--- config.mk ---
export PLATFORM = sky130hd
export DESIGN_NAME = coproc_commit_tracker_flat
export DESIGN_NICKNAME = d
export VERILOG_FILES = /design/src/rtl/coproc_commit_tracker_if.sv /design/src/rtl/coproc_commit_tracker.sv /design/src/flat_wrapper.sv
export SDC_FILE = /design/constraint.sdc
export NUM_CORES = 1
export LEC_CHECK = 0
export ABC_AREA = 1
export BUFFER_PORTS_ARGS = -buffer_cell sky130_fd_sc_hd__clkbuf_2
export CORE_MARGIN = 10
export CORE_UTILIZATION = 35
export CTS_CLUSTER_SIZE = 14
export DETAILED_ROUTE_END_ITERATION = 6
export PLACE_DENSITY = 0.63
export SYNTH_ARGS = -nofsm -noshare
export SYNTH_HDL_FRONTEND = slang
export SYNTH_SLANG_ARGS = --single-unit
--- constraint.sdc ---
create_clock -name clk_i -period 7.1 [get_ports clk_i]
set_input_delay 0.355 -clock clk_i [delete_from_list [all_inputs] [get_ports clk_i]]
set_output_delay 0.355 -clock clk_i [all_outputs]
set_load 0.02 [all_outputs]
--- src/rtl/coproc_commit_tracker_if.sv ---
// Purpose : bundles the alloc/done/commit/result/status signals of the
//           coprocessor commit tracker into one interface.
// Ports   : none (pure signal bundle).
//   master modport : core/datapath side (drives alloc/done/commit, result_ready).
//   slave modport  : tracker side (drives alloc_ready, result_*, count, protocol_err).
interface coproc_commit_tracker_if #(
    parameter int unsigned X_ID_WIDTH  = 4,
    parameter int unsigned X_RFW_WIDTH = 32,
    parameter int unsigned DEPTH       = 4
);
    localparam int unsigned CNT_W = $clog2(DEPTH) + 1;

    logic                   alloc_valid;
    logic                   alloc_ready;
    logic [X_ID_WIDTH-1:0]  alloc_id;
    logic [4:0]             alloc_rd;
    logic                   alloc_we;

    logic                   done_valid;
    logic [X_ID_WIDTH-1:0]  done_id;
    logic [X_RFW_WIDTH-1:0] done_data;

    logic                   commit_valid;
    logic [X_ID_WIDTH-1:0]  commit_id;
    logic                   commit_kill;

    logic                   result_valid;
    logic                   result_ready;
    logic [X_ID_WIDTH-1:0]  result_id;
    logic [X_RFW_WIDTH-1:0] result_data;
    logic [4:0]             result_rd;
    logic                   result_we;

    logic [CNT_W-1:0]       count;
    logic                   protocol_err;

    modport master (
        output alloc_valid, alloc_id, alloc_rd, alloc_we,
        output done_valid, done_id, done_data,
        output commit_valid, commit_id, commit_kill,
        output result_ready,
        input  alloc_ready, result_valid, result_id, result_data, result_rd, result_we,
        input  count, protocol_err
    );

    modport slave (
        input  alloc_valid, alloc_id, alloc_rd, alloc_we,
        input  done_valid, done_id, done_data,
        input  commit_valid, commit_id, commit_kill,
        input  result_ready,
        output alloc_ready, result_valid, result_id, result_data, result_rd, result_we,
        output count, protocol_err
    );
endinterface

--- src/rtl/coproc_commit_tracker.sv ---
// Purpose : in-order tracker for coprocessor instructions. Records accepted
//           instructions, collects datapath completion data, matches
//           commit/kill by ID and emits one result per committed instruction
//           in allocation order through a registered valid/ready stage.
// Ports   :
//   clk_i  - clock
//   rst_i  - synchronous active-high reset
//   bus    - slave modport: alloc_*, done_*, commit_*, result_*, count,
//            protocol_err (alloc_ready is combinational, the rest registered)
module coproc_commit_tracker #(
    parameter int unsigned X_ID_WIDTH  = 4,
    parameter int unsigned X_RFW_WIDTH = 32,
    parameter int unsigned DEPTH       = 4
) (
    input  logic                    clk_i,
    input  logic                    rst_i,
    coproc_commit_tracker_if.slave  bus
);
    localparam int unsigned PTR_W = $clog2(DEPTH);
    localparam int unsigned CNT_W = PTR_W + 1;

    typedef struct packed {
        logic [X_ID_WIDTH-1:0]  id;
        logic [4:0]             rd;
        logic                   we;
        logic [X_RFW_WIDTH-1:0] data;
        logic                   live;
        logic                   done;
        logic                   committed;
        logic                   killed;
    } entry_t;

    entry_t                 r_mem [DEPTH];
    logic [PTR_W-1:0]       r_head;
    logic [PTR_W-1:0]       r_tail;
    logic [CNT_W-1:0]       r_count;

    logic                   r_res_valid;
    logic [X_ID_WIDTH-1:0]  r_res_id;
    logic [X_RFW_WIDTH-1:0] r_res_data;
    logic [4:0]             r_res_rd;
    logic                   r_res_we;
    logic                   r_perr;

    entry_t                 w_nxt [DEPTH];
    entry_t                 w_head;
    logic                   w_id_busy;
    logic                   w_alloc_ready;
    logic                   w_alloc_fire;
    logic                   w_done_hit;
    logic                   w_commit_hit;
    logic                   w_out_free;
    logic                   w_ret_kill;
    logic                   w_ret_res;
    logic                   w_retire;

    // Allocation is allowed when there is room and the ID is not already live.
    always_comb begin
        w_id_busy = 1'b0;
        for (int i = 0; i < int'(DEPTH); i++) begin
            if (r_mem[i].live && (r_mem[i].id == bus.alloc_id)) begin
                w_id_busy = 1'b1;
            end
        end
        w_alloc_ready = (r_count < CNT_W'(DEPTH)) && !w_id_busy;
        w_alloc_fire  = bus.alloc_valid && w_alloc_ready;
    end

    // Next view of every entry: the allocation is applied first so that a
    // done/commit naming the new ID in the same cycle lands on the new entry.
    always_comb begin
        w_done_hit   = 1'b0;
        w_commit_hit = 1'b0;
        for (int i = 0; i < int'(DEPTH); i++) begin
            w_nxt[i] = r_mem[i];
            if (w_alloc_fire && (r_tail == PTR_W'(i))) begin
                w_nxt[i].id        = bus.alloc_id;
                w_nxt[i].rd        = bus.alloc_rd;
                w_nxt[i].we        = bus.alloc_we;
                w_nxt[i].data      = '0;
                w_nxt[i].live      = 1'b1;
                w_nxt[i].done      = 1'b0;
                w_nxt[i].committed = 1'b0;
                w_nxt[i].killed    = 1'b0;
            end
            if (bus.done_valid && w_nxt[i].live && (w_nxt[i].id == bus.done_id)) begin
                w_done_hit = 1'b1;
                if (!w_nxt[i].killed) begin
                    w_nxt[i].done = 1'b1;
                    w_nxt[i].data = bus.done_data;
                end
            end
            if (bus.commit_valid && w_nxt[i].live && (w_nxt[i].id == bus.commit_id)) begin
                w_commit_hit = 1'b1;
                // Only the first commit/kill to an entry takes effect.
                if (!w_nxt[i].committed && !w_nxt[i].killed) begin
                    if (bus.commit_kill) begin
                        w_nxt[i].killed = 1'b1;
                    end else begin
                        w_nxt[i].committed = 1'b1;
                    end
                end
            end
        end
    end

    // Head retirement decided on the next view, so the last of commit/done
    // shows up as result_valid one cycle later.
    always_comb begin
        w_head     = w_nxt[r_head];
        w_out_free = !r_res_valid || bus.result_ready;
        w_ret_kill = w_head.live && w_head.killed;
        w_ret_res  = w_head.live && !w_head.killed && w_head.committed &&
                     w_head.done && w_out_free;
        w_retire   = w_ret_kill || w_ret_res;
    end

    // Entry storage, pointers and occupancy.
    always_ff @(posedge clk_i) begin
        if (rst_i) begin
            for (int i = 0; i < int'(DEPTH); i++) begin
                r_mem[i] <= '0;
            end
            r_head  <= '0;
            r_tail  <= '0;
            r_count <= '0;
        end else begin
            for (int i = 0; i < int'(DEPTH); i++) begin
                r_mem[i] <= w_nxt[i];
                if (w_retire && (r_head == PTR_W'(i))) begin
                    r_mem[i].live <= 1'b0;
                end
            end
            if (w_alloc_fire) begin
                r_tail <= r_tail + PTR_W'(1);
            end
            if (w_retire) begin
                r_head <= r_head + PTR_W'(1);
            end
            r_count <= r_count + CNT_W'(w_alloc_fire) - CNT_W'(w_retire);
        end
    end

    // Result output stage and error pulse.
    always_ff @(posedge clk_i) begin
        if (rst_i) begin
            r_res_valid <= 1'b0;
            r_res_id    <= '0;
            r_res_data  <= '0;
            r_res_rd    <= '0;
            r_res_we    <= 1'b0;
            r_perr      <= 1'b0;
        end else begin
            if (w_ret_res) begin
                r_res_valid <= 1'b1;
                r_res_id    <= w_head.id;
                r_res_data  <= w_head.data;
                r_res_rd    <= w_head.rd;
                r_res_we    <= w_head.we;
            end else if (r_res_valid && bus.result_ready) begin
                r_res_valid <= 1'b0;
            end
            r_perr <= (bus.done_valid && !w_done_hit) ||
                      (bus.commit_valid && !w_commit_hit);
        end
    end

    assign bus.alloc_ready  = w_alloc_ready;
    assign bus.result_valid = r_res_valid;
    assign bus.result_id    = r_res_id;
    assign bus.result_data  = r_res_data;
    assign bus.result_rd    = r_res_rd;
    assign bus.result_we    = r_res_we;
    assign bus.count        = r_count;
    assign bus.protocol_err = r_perr;
endmodule

--- src/flat_wrapper.sv ---
// flat-port wrapper written by rule: the top's interface ports become plain ports
module coproc_commit_tracker_flat 
#(
    parameter int unsigned X_ID_WIDTH  = 4,
    parameter int unsigned X_RFW_WIDTH = 32,
    parameter int unsigned DEPTH       = 4
)
  (clk_i, rst_i, bus_alloc_valid, bus_alloc_id, bus_alloc_rd, bus_alloc_we, bus_done_valid, bus_done_id, bus_done_data, bus_commit_valid, bus_commit_id, bus_commit_kill, bus_result_ready, bus_alloc_ready, bus_result_valid, bus_result_id, bus_result_data, bus_result_rd, bus_result_we, bus_count, bus_protocol_err);
  coproc_commit_tracker_if #(.X_ID_WIDTH(X_ID_WIDTH), .X_RFW_WIDTH(X_RFW_WIDTH), .DEPTH(DEPTH)) bus_i ();
  input  logic clk_i;
  input  logic rst_i;
  input wire logic [$bits(bus_i.alloc_valid)-1:0] bus_alloc_valid;
  input wire logic [$bits(bus_i.alloc_id)-1:0] bus_alloc_id;
  input wire logic [$bits(bus_i.alloc_rd)-1:0] bus_alloc_rd;
  input wire logic [$bits(bus_i.alloc_we)-1:0] bus_alloc_we;
  input wire logic [$bits(bus_i.done_valid)-1:0] bus_done_valid;
  input wire logic [$bits(bus_i.done_id)-1:0] bus_done_id;
  input wire logic [$bits(bus_i.done_data)-1:0] bus_done_data;
  input wire logic [$bits(bus_i.commit_valid)-1:0] bus_commit_valid;
  input wire logic [$bits(bus_i.commit_id)-1:0] bus_commit_id;
  input wire logic [$bits(bus_i.commit_kill)-1:0] bus_commit_kill;
  input wire logic [$bits(bus_i.result_ready)-1:0] bus_result_ready;
  output wire logic [$bits(bus_i.alloc_ready)-1:0] bus_alloc_ready;
  output wire logic [$bits(bus_i.result_valid)-1:0] bus_result_valid;
  output wire logic [$bits(bus_i.result_id)-1:0] bus_result_id;
  output wire logic [$bits(bus_i.result_data)-1:0] bus_result_data;
  output wire logic [$bits(bus_i.result_rd)-1:0] bus_result_rd;
  output wire logic [$bits(bus_i.result_we)-1:0] bus_result_we;
  output wire logic [$bits(bus_i.count)-1:0] bus_count;
  output wire logic [$bits(bus_i.protocol_err)-1:0] bus_protocol_err;
  assign bus_i.alloc_valid = bus_alloc_valid;
  assign bus_i.alloc_id = bus_alloc_id;
  assign bus_i.alloc_rd = bus_alloc_rd;
  assign bus_i.alloc_we = bus_alloc_we;
  assign bus_i.done_valid = bus_done_valid;
  assign bus_i.done_id = bus_done_id;
  assign bus_i.done_data = bus_done_data;
  assign bus_i.commit_valid = bus_commit_valid;
  assign bus_i.commit_id = bus_commit_id;
  assign bus_i.commit_kill = bus_commit_kill;
  assign bus_i.result_ready = bus_result_ready;
  assign bus_alloc_ready = bus_i.alloc_ready;
  assign bus_result_valid = bus_i.result_valid;
  assign bus_result_id = bus_i.result_id;
  assign bus_result_data = bus_i.result_data;
  assign bus_result_rd = bus_i.result_rd;
  assign bus_result_we = bus_i.result_we;
  assign bus_count = bus_i.count;
  assign bus_protocol_err = bus_i.protocol_err;
  coproc_commit_tracker #(.X_ID_WIDTH(X_ID_WIDTH), .X_RFW_WIDTH(X_RFW_WIDTH), .DEPTH(DEPTH)) u_core (.clk_i(clk_i), .rst_i(rst_i), .bus(bus_i));
endmodule
==> flow_summary.json <==
{
  "grt_pass1_wl_mm": 67.88,
  "cpMostUsedCell": "nand2_1",
  "ys_seq_elements": 235,
  "seq_area_frac_synth": 0.3864,
  "cts_setup_buffers": 0,
  "cts_sinks": 235,
  "dr_total_vias": 13040,
  "fin_crit_ns": 5.792,
  "pin_count": 105,
  "n_fill_cell": 3705,
  "initial_core_util": 0.3547,
  "path_max_fanout": 62,
  "status": "finished clean",
  "grt_max_degree": 99,
  "required_ns": 7.53,
  "dp_hpwl_mm": 28.89,
  "dr.pass1.iters": 5,
  "p_leak_nw": 6.084,
  "post_cts_resized": 0,
  "crit_slowest_cell": "nand3_4",
  "async_flop_share": 0,
  "dieArea_sq_um": 42890,
  "holdCritPathClass": "in2reg",
  "netlist_area_sq_um": 12250,
  "nets": 1961,
  "antenna_found_initial": 4,
  "worstSetupPathType": "reg2reg",
  "critPathMaxStageDelay_ns": 0.71,
  "tns_ns": 0,
  "powerDensity_nw_per_um2": 262.5,
  "synth_edf_count": 3,
  "worst_clock_skew_ns": 0.01413,
  "area_delta_synth_final_pct": 12.20,
  "clkTransAtPathRegs_ns": 0.07,
  "setup_viol": 0,
  "coreArea_sq_um": 34540,
  "cts.path.max_buffers": 3,
  "syn_avg_cell_area_sq_um": 6.513,
  "yosys.area.top_type": "dfxtp_1",
  "crit_family": "simple AND/OR/NAND/NOR gates",
  "cts_tree": "done",
  "postSynthCellCount": 1881,
  "die_h_um": 207.1,
  "layout_worst_path_cycle_share": 0.8158,
  "ir_drop_v": 0.0001611,
  "grt_usage": 0.1896,
  "htree_num_levels": 1,
  "worstPathArrival_ns": 6.22,
  "synth_ff_type": "dfxtp_1",
  "yosysWarnings": 0,
  "finalCoreUtilization": 0.3980,
  "die_w_um": 207.1,
  "yosys.area.top_type_share": 0.3791,
  "drt_iter0_drc": 1447,
  "end_kind": "flop",
  "slew_viol_final": 0,
  "core.rowCount": 68,
  "rsz0062_at_grt": "false",
  "maxCapViolCount": 0,
  "start_kind": "flop",
  "ant_nets": 0,
  "routed_wl_mm": 43.27,
  "p_total_mw": 3.608,
  "worst-path-buf-inv": 4,
  "ys_top_cells_by_area": "dfxtp_1, nand3_1, nand2_1, a21oi_1, nor2_1",
  "clkLatencyLatePin_ns": 0.54,
  "route.detailed.drc": 0,
  "drive_above_1_share": 0.09885,
  "hold_viol_final": 0,
  "wl_per_cell_um": 18.27,
  "viasPerCell": 5.504,
  "fmax_ghz": 0.1727,
  "portBuffers": 104,
  "grt_pass1_vias": 12160,
  "tightest_slew_ns": 1.098,
  "clock-root-buffer": "clkbuf_16",
  "cts_buffers": 26,
  "gp_congestion": 0.9453,
  "relSlewSlack": 0.2679,
  "grt-ovfl-total": 0,
  "cts-hold-fix-buffers": 0,
  "synth.distinct_cells": 37
}
==> final timing paths <==
| kind | startpoint | endpoint | slack, ns | depth (start not counted) |
|---|---|---|---|---|
| setup / recovery | u_core.r_mem[1][42] | u_core.bus.count[2] | 1.31 | 29 |
| hold / removal | bus_done_data[11] | u_core.r_mem[3][15] | 0.14 | 3 |
| setup reg to reg | u_core.r_mem[1][42] | u_core.bus.count[2] | 1.31 | 29 |
| hold reg to reg | u_core.bus.result_rd[4] | u_core.bus.result_rd[4] | 0.47 | 2 |
==> Yosys cell counts, types with 3 or more instances <==
cell / count
nand2_1: 478
nand3_1: 443
dfxtp_1: 232
nor2_1: 188
a21oi_1: 164
o21ai_0: 82
clkbuf_1: 80
inv_1: 65
nand4_1: 30
buf_1: 23
buf_2: 23
ha_1: 10
buf_6: 7
o22ai_1: 7
inv_2: 6
nand2_2: 5
xnor2_1: 5
edfxtp_1: 3
nand3_2: 3
nand4_2: 3
xor2_1: 3
==> registers in the layout (all words and copies together), names as in the netlist <==
name	cells
u_core.bus.result_rd	5
u_core.bus.result_id	4
u_core.r_tail	2
u_core.bus.result_data	32
u_core.bus.result_we	1
u_core.bus.count	3
u_core.r_head	2
u_core.bus.protocol_err	1
u_core.bus.result_valid	1
u_core.r_mem	184
==> metrics by stage <==
step	hold WS [ns]	cells	worst slack, ns	cell area [sq um]
2_1_floorplan	0.4513	1883	3.220	12260
3_3_place_gp	0.4531	2320	1.190	12870
3_5_place_dp	0.4613	2320	1.120	12870
4_1_cts	0.1177	2367	1.369	13740
6_report	0.1389	2369	1.308	13750
5_1_grt	0.1523	2369	0.7327	13750
==> worst min-delay path: cells and delay by family <==
kind | cells | cell delay, ns
AO/OA/AOI/OAI | 1 | 0.06
AND/OR/NAND/NOR | 1 | 0.09
buffers and inverters | 1 | 0.12
==> layout by cell type (no fill, tap or decap), types with 2 or more instances in the layout <==
cell type and n:
xnor2_1 5, nand3_2 3, inv_2 7, clkbuf_16 28
nor2_1 188, nand4_1 30, clkbuf_2 103, nand2_2 5
conb_1 3, inv_1 64, o21a_1 2, diode_2 2
clkinv_2 5, o22ai_1 7, nand2_4 2, buf_4 15
edfxtp_1 3, ha_1 10, nand2_1 478, nand3_4 2
o21ai_0 82, nand4_2 3, clkinv_4 2, dfxtp_1 230
clkbuf_8 6, nand3_1 443, a21oi_1 164, clkbuf_1 5
xor2_1 3
==> layer usage <==
layer / track usage / share of wire
met1: 0.2544 / 0.44
met2: 0.2976 / 0.45
met3: 0.03580 / 0.082
met4: 0.06473 / 0.026
met5: 0 / 0.00016
==> where the power goes <==
part           total, mW  switching [mW]  internal, mW
sequential          1.42          0.0400          1.38
combinational      0.804           0.592         0.212
clock               1.38           0.569         0.815
total               3.61            1.20          2.41
==> cell type report <==
type                       count  area (sq um)  share of cell area
clock buffer                  39         802.0             0.05834
inverter                      73         276.5             0.02011
multi-input combinational   1438          6643              0.4832
sequential                   235          4740              0.3448
clock inverter                 8         72.57            0.005279
tap                          455         569.3             0.04141
timing repair buffer         119         639.4             0.04651
antenna                        2         5.005           0.0003641
==> cells by family (layout without fill, tap and decap cells) <==
kind of cell | count (synthesis) | after routing | synth area share
compound gates | 257 | 257 | 0.1064
fa+ha+maj | 11 | 11 | 0.01185
buf+inv | 210 | 239 | 0.07200
simple gates | 1159 | 1159 | 0.4173
flops | 235 | 235 | 0.3864
xor+xnor | 8 | 8 | 0.005719
other cells | 1 | 5 | 0.0003061
Note: power is estimated with default switching activity, not from simulation.
